===== config.mk =====
export PLATFORM = sky130hd
export DESIGN_NAME = seq_div
export DESIGN_NICKNAME = d
export VERILOG_FILES = /design/src/rtl/alu_pkg.sv /design/src/rtl/trial_sub.sv /design/src/rtl/seq_div.sv
export SDC_FILE = /design/constraint.sdc
export NUM_CORES = 1
export LEC_CHECK = 0
export ABC_AREA = 0
export CAP_MARGIN = 20
export CORE_MARGIN = 1
export CORE_UTILIZATION = 50
export CTS_CLUSTER_DIAMETER = 200
export DETAILED_ROUTE_END_ITERATION = 10
export HOLD_SLACK_MARGIN = 0.08
export PLACE_DENSITY = 0.79
export SKIP_CTS_REPAIR_TIMING = 1
export SLEW_MARGIN = 15
export SYNTH_ARGS = -nofsm -noshare
export SYNTH_HDL_FRONTEND = slang
export SYNTH_SLANG_ARGS = --single-unit

===== constraint.sdc =====
create_clock -name clk -period 3.3 [get_ports clk]
set_input_delay 0.66 -clock clk [delete_from_list [all_inputs] [get_ports clk]]
set_output_delay 0.66 -clock clk [all_outputs]
set_load 0.05 [all_outputs]

===== src/rtl/alu_pkg.sv =====
// Shared ALU definitions used by the sequential divider and the opcode decoder.
package alu_pkg;

  // Default operand/result width of the ALU datapath
  localparam int unsigned DEF_WIDTH = 8;

  // Divider control states
  typedef enum logic {
    IDLE = 1'b0,
    RUN  = 1'b1
  } div_state_e;

  // Quotient reported for a zero divisor (all ones at the default width)
  localparam logic [DEF_WIDTH-1:0] DBZ_QUOT = '1;

endpackage


===== src/rtl/trial_sub.sv =====
// Combinational (WIDTH+1)-bit trial subtractor, built as an adder with the
// subtrahend inverted and carry-in forced to one.
module trial_sub #(
  parameter int unsigned WIDTH = 8
) (
  input  logic [WIDTH:0] minuend,
  input  logic [WIDTH:0] subtrahend,
  output logic [WIDTH:0] difference,
  output logic           neg
);

  logic [WIDTH:0] cin_one;

  // Two's-complement subtract; MSB of the result is the borrow/sign
  always_comb begin
    cin_one    = '0;
    cin_one[0] = 1'b1;
    difference = minuend + ~subtrahend + cin_one;
    neg        = difference[WIDTH];
  end

endmodule


===== src/rtl/seq_div.sv =====
// Sequential unsigned restoring divider: one quotient bit per clock,
// WIDTH iterations per operation, divide-by-zero answered in one edge.
module seq_div
  import alu_pkg::*;
#(
  parameter int unsigned WIDTH = DEF_WIDTH
) (
  input  logic             clk,
  input  logic             rst,
  input  logic             start,
  input  logic [WIDTH-1:0] op1,
  input  logic [WIDTH-1:0] op2,
  output logic             busy,
  output logic             done,
  output logic [WIDTH-1:0] quot,
  output logic [WIDTH-1:0] rem,
  output logic             div_by_zero
);

  localparam int unsigned CW = (WIDTH > 1) ? $clog2(WIDTH) : 1;
  localparam logic [CW-1:0] LAST = CW'(WIDTH - 1);

  div_state_e     state;
  logic [CW-1:0]  cnt;
  logic [WIDTH:0] prem;
  logic [WIDTH-1:0] qreg;
  logic [WIDTH-1:0] dvsr;

  logic [WIDTH:0]   shifted;
  logic [WIDTH:0]   trial;
  logic             trial_neg;
  logic [WIDTH:0]   next_prem;
  logic [WIDTH-1:0] next_q;

  // The partial remainder stays below the divisor, so its top bit is always
  // zero and drops out of the left shift; the cast keeps the full shift
  // expression visible.
  assign shifted = (WIDTH+1)'({prem, qreg[WIDTH-1]});

  trial_sub #(.WIDTH(WIDTH)) u_trial_sub (
    .minuend    (shifted),
    .subtrahend ({1'b0, dvsr}),
    .difference (trial),
    .neg        (trial_neg)
  );

  // Restore on a negative trial, otherwise keep the difference and set a 1
  always_comb begin
    next_prem = trial_neg ? shifted : trial;
    next_q    = {qreg[WIDTH-2:0], ~trial_neg};
  end

  // Control FSM and datapath registers with registered outputs
  always_ff @(posedge clk or posedge rst) begin
    if (rst) begin
      state       <= IDLE;
      cnt         <= '0;
      prem        <= '0;
      qreg        <= '0;
      dvsr        <= '0;
      busy        <= 1'b0;
      done        <= 1'b0;
      quot        <= '0;
      rem         <= '0;
      div_by_zero <= 1'b0;
    end else begin
      done <= 1'b0;
      case (state)
        IDLE: begin
          if (start) begin
            if (op2 == '0) begin
              done        <= 1'b1;
              quot        <= '1;
              rem         <= op1;
              div_by_zero <= 1'b1;
            end else begin
              qreg        <= op1;
              dvsr        <= op2;
              prem        <= '0;
              cnt         <= '0;
              busy        <= 1'b1;
              div_by_zero <= 1'b0;
              state       <= RUN;
            end
          end
        end
        RUN: begin
          prem <= next_prem;
          qreg <= next_q;
          cnt  <= cnt + 1'b1;
          if (cnt == LAST) begin
            quot  <= next_q;
            rem   <= next_prem[WIDTH-1:0];
            done  <= 1'b1;
            busy  <= 1'b0;
            state <= IDLE;
          end
        end
        default: state <= IDLE;
      endcase
    end
  end

endmodule


==> results of run 1 <==
[registers in the layout, summed over array words and instances, names as in the netlist]
name         flops
rem              8
dvsr             8
done             1
busy             1
state            1
cnt              3
div_by_zero      1
quot             8
prem             8
qreg             8
[critical path, cell delays in order, from the launching register on]
cell and delay, ns:
dfrtp_1 0.39, inv_1 0.07, ha_1 0.16, inv_1 0.06, fa_1 0.40, a211oi_2 0.33
o21bai_4 0.12, a21oi_4 0.18, xnor2_2 0.27, nor2_1 0.18, a221o_1 0.39
[layout by cell type (no fill, tap or decap), drive strengths merged, types with 3 or more instances in the layout]
cell type      count
a31oi             12
dfrtp             47
buf                4
nand3b             5
ha                10
mux2               3
clkdlybuf4s50     37
or3                3
inv               12
nand2             45
mux2i              3
o21a               3
and3               3
a21oi             13
nand3              6
nor2              26
o22ai              3
clkbuf             7
a211oi             3
o21ai             22
[kinds of logic (layout without fill, tap and decap cells)]
kind of cell / after synthesis / in the layout / share of synthesized area, %
DFF: 47 / 47 / 48.4
and+or+nand+nor: 101 / 101 / 18.9
buffers and inverters: 23 / 61 / 4.17
adders and majority gates: 11 / 11 / 5.97
xor gates and xnor gates: 4 / 4 / 1.75
muxes: 6 / 6 / 2.62
AOI/OAI and AO/OA: 68 / 68 / 18.3
[through the flow]
step                      instances  hold slack [ns]  cell area [um^2]
after floorplan                 260            0.468              2430
after global placement          343            0.475              2840
after detailed placement        343            0.469              2840
after CTS                       351            0.500              2920
after global routing            352            0.519              2940
final                           352            0.492              2940
[per-layer routing]
layer / up-vias / part of all wire [%] / GRT usage (%)
met5: - / 0 / 0
met3: 8 / 4.5 / 4.36
met1: 972 / 46 / 30.6
met4: 0 / 1.3 / 7.19
met2: 61 / 48 / 36.9
li1: 989 / - / -
[how the worst max path moves through the flow]
stage	startpoint	cells after the start	slack (ns)	to
3_5_place_dp	op2[4]	8	0.52	rem[0]$_DFFE_PP0P_
3_3_place_gp	op2[4]	8	0.56	rem[3]$_DFFE_PP0P_
6_report	qreg[7]$_DFFE_PP0P_	10	0.62	prem[4]$_DFFE_PP0P_
2_1_floorplan	qreg[7]$_DFFE_PP0P_	11	0.94	prem[7]$_DFFE_PP0P_
5_1_grt	qreg[7]$_DFFE_PP0P_	10	0.43	prem[6]$_DFFE_PP0P_
4_1_cts	qreg[7]$_DFFE_PP0P_	10	0.61	prem[4]$_DFFE_PP0P_
[final cells by class]
| type | count | area (um^2) | share of cell area (%) |
|---|---|---|---|
| clock inverters | 1 | 5.00 | 0.170 |
| flip-flops and latches | 47 | 1180 | 40.0 |
| well taps | 54 | 67.6 | 2.30 |
| clock buffers | 7 | 76.3 | 2.60 |
| repair buffers | 41 | 413 | 14.1 |
| multi-input cells | 190 | 1150 | 39.3 |
| inverters | 12 | 45.0 | 1.53 |
==> flow_metrics.env, run 1 <==
export IMPL_outcome="finished clean"
export IMPL_final_antenna_net_count=0
export IMPL_synth_fp_nets=290
export IMPL_synth_avg_cell_area_um2=9.36
export IMPL_vias=2030
export IMPL_fin_ws_ns=0.621
export IMPL_setup_violations_final=0
export IMPL_skew_ns=0.00605
export IMPL_cp_arrival_ns=2.86
export IMPL_r2r_start="qreg[7]$_DFFE_PP0P_"
export IMPL_clock_sinks=47
export IMPL_initial_core_util_pct=51.8
export IMPL_chipWidth_um=71.7
export IMPL_grt_pass1_vias=1919
export IMPL_finalSetupTns_ns=0
export IMPL_numCtsBuffers=5
export IMPL_final_core_util_pct=62.6
export IMPL_drt_iter0_drc=173
export IMPL_drc=0
export IMPL_drv_cap=0
export IMPL_layout_drive_gt1_share_pct=6.38
export IMPL_end_kind="flop"
export IMPL_ys_seq_area_share_pct=48.4
export IMPL_vias_per_cell=5.77
export IMPL_hold_viol=0
export IMPL_hp_class="reg -> reg"
export IMPL_tightest_slew_ns=0.697
export IMPL_syn2layout_area_growth_pct=20.8
export IMPL_worstSetupPathType="reg -> reg"
export IMPL_rows=25
export IMPL_netlist_top_cells_count="dfrtp_1, nand2_1, nor2_1"
export IMPL_grt_max_degree=48
export IMPL_startpoint_type="flop"
export IMPL_cts_root_buffer="clkbuf_8"
export IMPL_clock_path_buffers=2
export IMPL_rsz0062_at_grt="no"
export IMPL_hp_start="busy$_DFFE_PP0P_"
export IMPL_grt_usage_pct=22.6
export IMPL_yosys_area_top_type="dfrtp_1"
export IMPL_core_area_um2=4690
export IMPL_ys_flop_type="dfrtp_1"
export IMPL_clock_fmax_mhz=373
export IMPL_worstReg2RegEnd="prem[4]$_DFFE_PP0P_"
export IMPL_synth_edf_count=0
export IMPL_pre_cts_slack_ns=0.521
export IMPL_cp_required_ns=3.48
export IMPL_synth_cells=260
export IMPL_grt_ovfl_total=0
export IMPL_io_pins=38
export IMPL_port_buffer_count=37
export IMPL_async_reset_ff_share_pct=100
export IMPL_rrSetupSlack_ns=0.62
export IMPL_routed_wl_mm=5.34
export IMPL_critPathMaxFanout=15
export IMPL_netlist_area_um2=2430
export IMPL_yosysWarnings=0
export IMPL_grt_pass1_wl_mm=8.95
export IMPL_post_route_period_util_pct=81.2
export IMPL_dieArea_um2=5150
export IMPL_yosysTopAreaCellShare_pct=48.4
export IMPL_relSlewSlack_pct=53.5
export IMPL_nNetsFinal=327
export IMPL_synth_most_common_cell="dfrtp_1"
export IMPL_grt_antenna_before_repair=0
export IMPL_post_dp_hpwl_mm=3.96
export IMPL_drt_pre_antenna_iters=4
export IMPL_maxSlewViolCount=0
export IMPL_antenna_cells=0
export IMPL_ys_top_cells_by_area="dfrtp_1, nand2_1, ha_1, o21ai_0, nor2_1"
export IMPL_htree_num_levels=2
export IMPL_globalplace_congestion=0.781
export IMPL_reg2regPathDepth=10
export IMPL_period_minus_slack_ns=2.68
export IMPL_fillers=411
export IMPL_synth_cell_types=45
export IMPL_clk_pin_slew_worst_paths_ns=0.08
export IMPL_fp_dieH_um=71.7
export IMPL_min_path_cells=1
export IMPL_hold_end="busy$_DFFE_PP0P_"
export IMPL_cts_tree="yes"
export IMPL_synth_seq_cells=47
export IMPL_post_drt_wl_per_cell_um=15.2
export IMPL_clk_latency_ns=0.30
Power of run 1 is not shown: default switching activity piles up to over one toggle a cycle in this logic, so the estimate is an artifact.
==> inputs of run 2 (changes only) <==
- CORE_UTILIZATION: 50 -> 48
- clock period: 3.3 -> 2.4 ns (I/O delays scaled with it)
==> flow_metrics.env, run 2 (synthesis results as in run 1) <==
export IMPL_skew_ns=0.00628
export IMPL_drt_pre_antenna_iters=5
export IMPL_layout_drive_gt1_share_pct=16.9
export IMPL_multi_input_area_um2=1250
export IMPL_numCtsBuffers=5
export IMPL_pre_cts_slack_ns=-0.183
export IMPL_fillers=382
export IMPL_routed_wl_mm=6.07
export IMPL_rrSetupSlack_ns=-0.14
export IMPL_fp_dieH_um=73.2
export IMPL_period_minus_slack_ns=2.54
export IMPL_endpoint="rem[0]$_DFFE_PP0P_"
export IMPL_drc=0
export IMPL_holdWs_ns=0.497
export IMPL_chipWidth_um=73.2
export IMPL_drt_iter0_drc=237
export IMPL_final_antenna_net_count=0
export IMPL_layout_commonest_cell="dfrtp_1"
export IMPL_grt_usage_pct=23.1
export IMPL_clock_path_buffers=2
export IMPL_grt_antenna_before_repair=0
export IMPL_final_cell_mix="dfrtp_1, nand2_1, clkdlybuf4s50_1, nor2_1, buf_4"
export IMPL_nNetsFinal=349
export IMPL_htree_num_levels=2
export IMPL_clk_pin_slew_worst_paths_ns=0.08
export IMPL_cts_tree="yes"
export IMPL_clock_sinks=47
export IMPL_vias_per_cell=5.75
export IMPL_core_area_um2=4790
export IMPL_post_route_period_util_pct=106
export IMPL_port_buffer_count=37
export IMPL_final_seq_area_um2=1180
export IMPL_grt_pass1_wl_mm=9.45
export IMPL_tightest_slew_ns=0.775
export IMPL_post_drt_wl_per_cell_um=15.7
export IMPL_globalplace_congestion=0.838
export IMPL_hold_viol=0
export IMPL_io_pins=38
export IMPL_startpoint_type="flop"
export IMPL_grt_max_degree=26
export IMPL_setup_worst_path_start="qreg[7]$_DFFE_PP0P_"
export IMPL_cp_arrival_ns=2.77
export IMPL_post_dp_hpwl_mm=4.29
export IMPL_worstReg2RegEnd="rem[0]$_DFFE_PP0P_"
export IMPL_end_kind="flop"
export IMPL_rows=25
export IMPL_critPathMaxFanout=5
export IMPL_clk_latency_ns=0.30
export IMPL_antenna_cells=0
export IMPL_cts_root_buffer="clkbuf_8"
export IMPL_vias=2218
export IMPL_reg2regPathDepth=11
export IMPL_cp_required_ns=2.63
export IMPL_r2r_start="qreg[7]$_DFFE_PP0P_"
export IMPL_fin_ws_ns=-0.141
export IMPL_drv_cap=0
export IMPL_worstSetupPathType="reg -> reg"
export IMPL_grt_ovfl_total=0
export IMPL_setup_violations_final=16
export IMPL_outcome="finished with violations"
export IMPL_violations="negative setup slack"
export IMPL_dieArea_um2=5360
export IMPL_initial_core_util_pct=50.8
export IMPL_grt_pass1_vias=2035
export IMPL_relSlewSlack_pct=48.3
export IMPL_min_path_cells=2
export IMPL_maxSlewViolCount=0
export IMPL_rsz0062_at_grt="yes"
export IMPL_clock_fmax_mhz=394
export IMPL_syn2layout_area_growth_pct=33.5
export IMPL_hp_class="reg -> reg"
[run 2: cell count changes in the layout (fill, tap and decap cells not counted), sizes merged]
cell	before	now
buf	4	26
bufinv	0	1
clkbuf	7	6
clkinv	1	0
[run 2: per-stage QoR]
stage | instance area (um^2) | utilization [%] | cells | setup TNS, ns
after floorplan | 2430 | - | 260 | 0
after global placement | 2990 | 62.5 | 373 | -0.126
after detailed placement | 2990 | 62.5 | 373 | -1.91
after CTS | 3100 | 64.7 | 380 | -2.40
after global routing | 3250 | 67.8 | 386 | -3.15
final | 3250 | 67.8 | 386 | -1.16
[run 2: worst max-delay path, stage by stage (launching register included)]
cell and delay (ns):
dfrtp_1 0.40, inv_2 0.09, ha_4 0.13, inv_2 0.04
fa_2 0.38, a211oi_4 0.34, o21bai_4 0.09, a21oi_4 0.22
xnor2_4 0.12, buf_6 0.14, or3_4 0.39, a31oi_4 0.14
[run 2: how the worst min path moves through the flow]
stage	startpoint	to	slack [ns]
after floorplan	cnt[0]$_DFFE_PP0P_	cnt[0]$_DFFE_PP0P_	0.47
after global routing	div_by_zero$_DFFE_PP0P_	div_by_zero$_DFFE_PP0P_	0.51
after CTS	div_by_zero$_DFFE_PP0P_	div_by_zero$_DFFE_PP0P_	0.50
final	div_by_zero$_DFFE_PP0P_	div_by_zero$_DFFE_PP0P_	0.50
after global placement	div_by_zero$_DFFE_PP0P_	div_by_zero$_DFFE_PP0P_	0.47
after detailed placement	div_by_zero$_DFFE_PP0P_	div_by_zero$_DFFE_PP0P_	0.47
[run 2: layout make-up]
class	instances	area share, %
Multi-Input combinational cell	190	38.6
Clock inverter	1	0.925
Tap cell	67	2.58
Clock buffer	6	2.24
Sequential cell	47	36.2
Inverter	12	1.39
Timing Repair Buffer	63	18.0
[run 2: metal layers]
| layer | share of wire, % | GRT usage (%) | wire length (um) | vias up |
|---|---|---|---|---|
| li1 | - | - | - | 1033 |
| met2 | 50 | 39.0 | 3010 | 83 |
| met4 | 1.4 | 5.45 | 84 | 0 |
| met3 | 5.7 | 4.14 | 343 | 11 |
| met1 | 43 | 31.0 | 2630 | 1091 |
| met5 | 0 | 0 | 0 | - |
Power of run 2 is left out for the same reason.
==> inputs of run 3 (changes only) <==
- CTS_CLUSTER_DIAMETER: 200 -> unset
==> results of run 3 <==
The final DEF is identical to that of run 2; final timing and power are the same.
Power of run 3 is left out for the same reason.
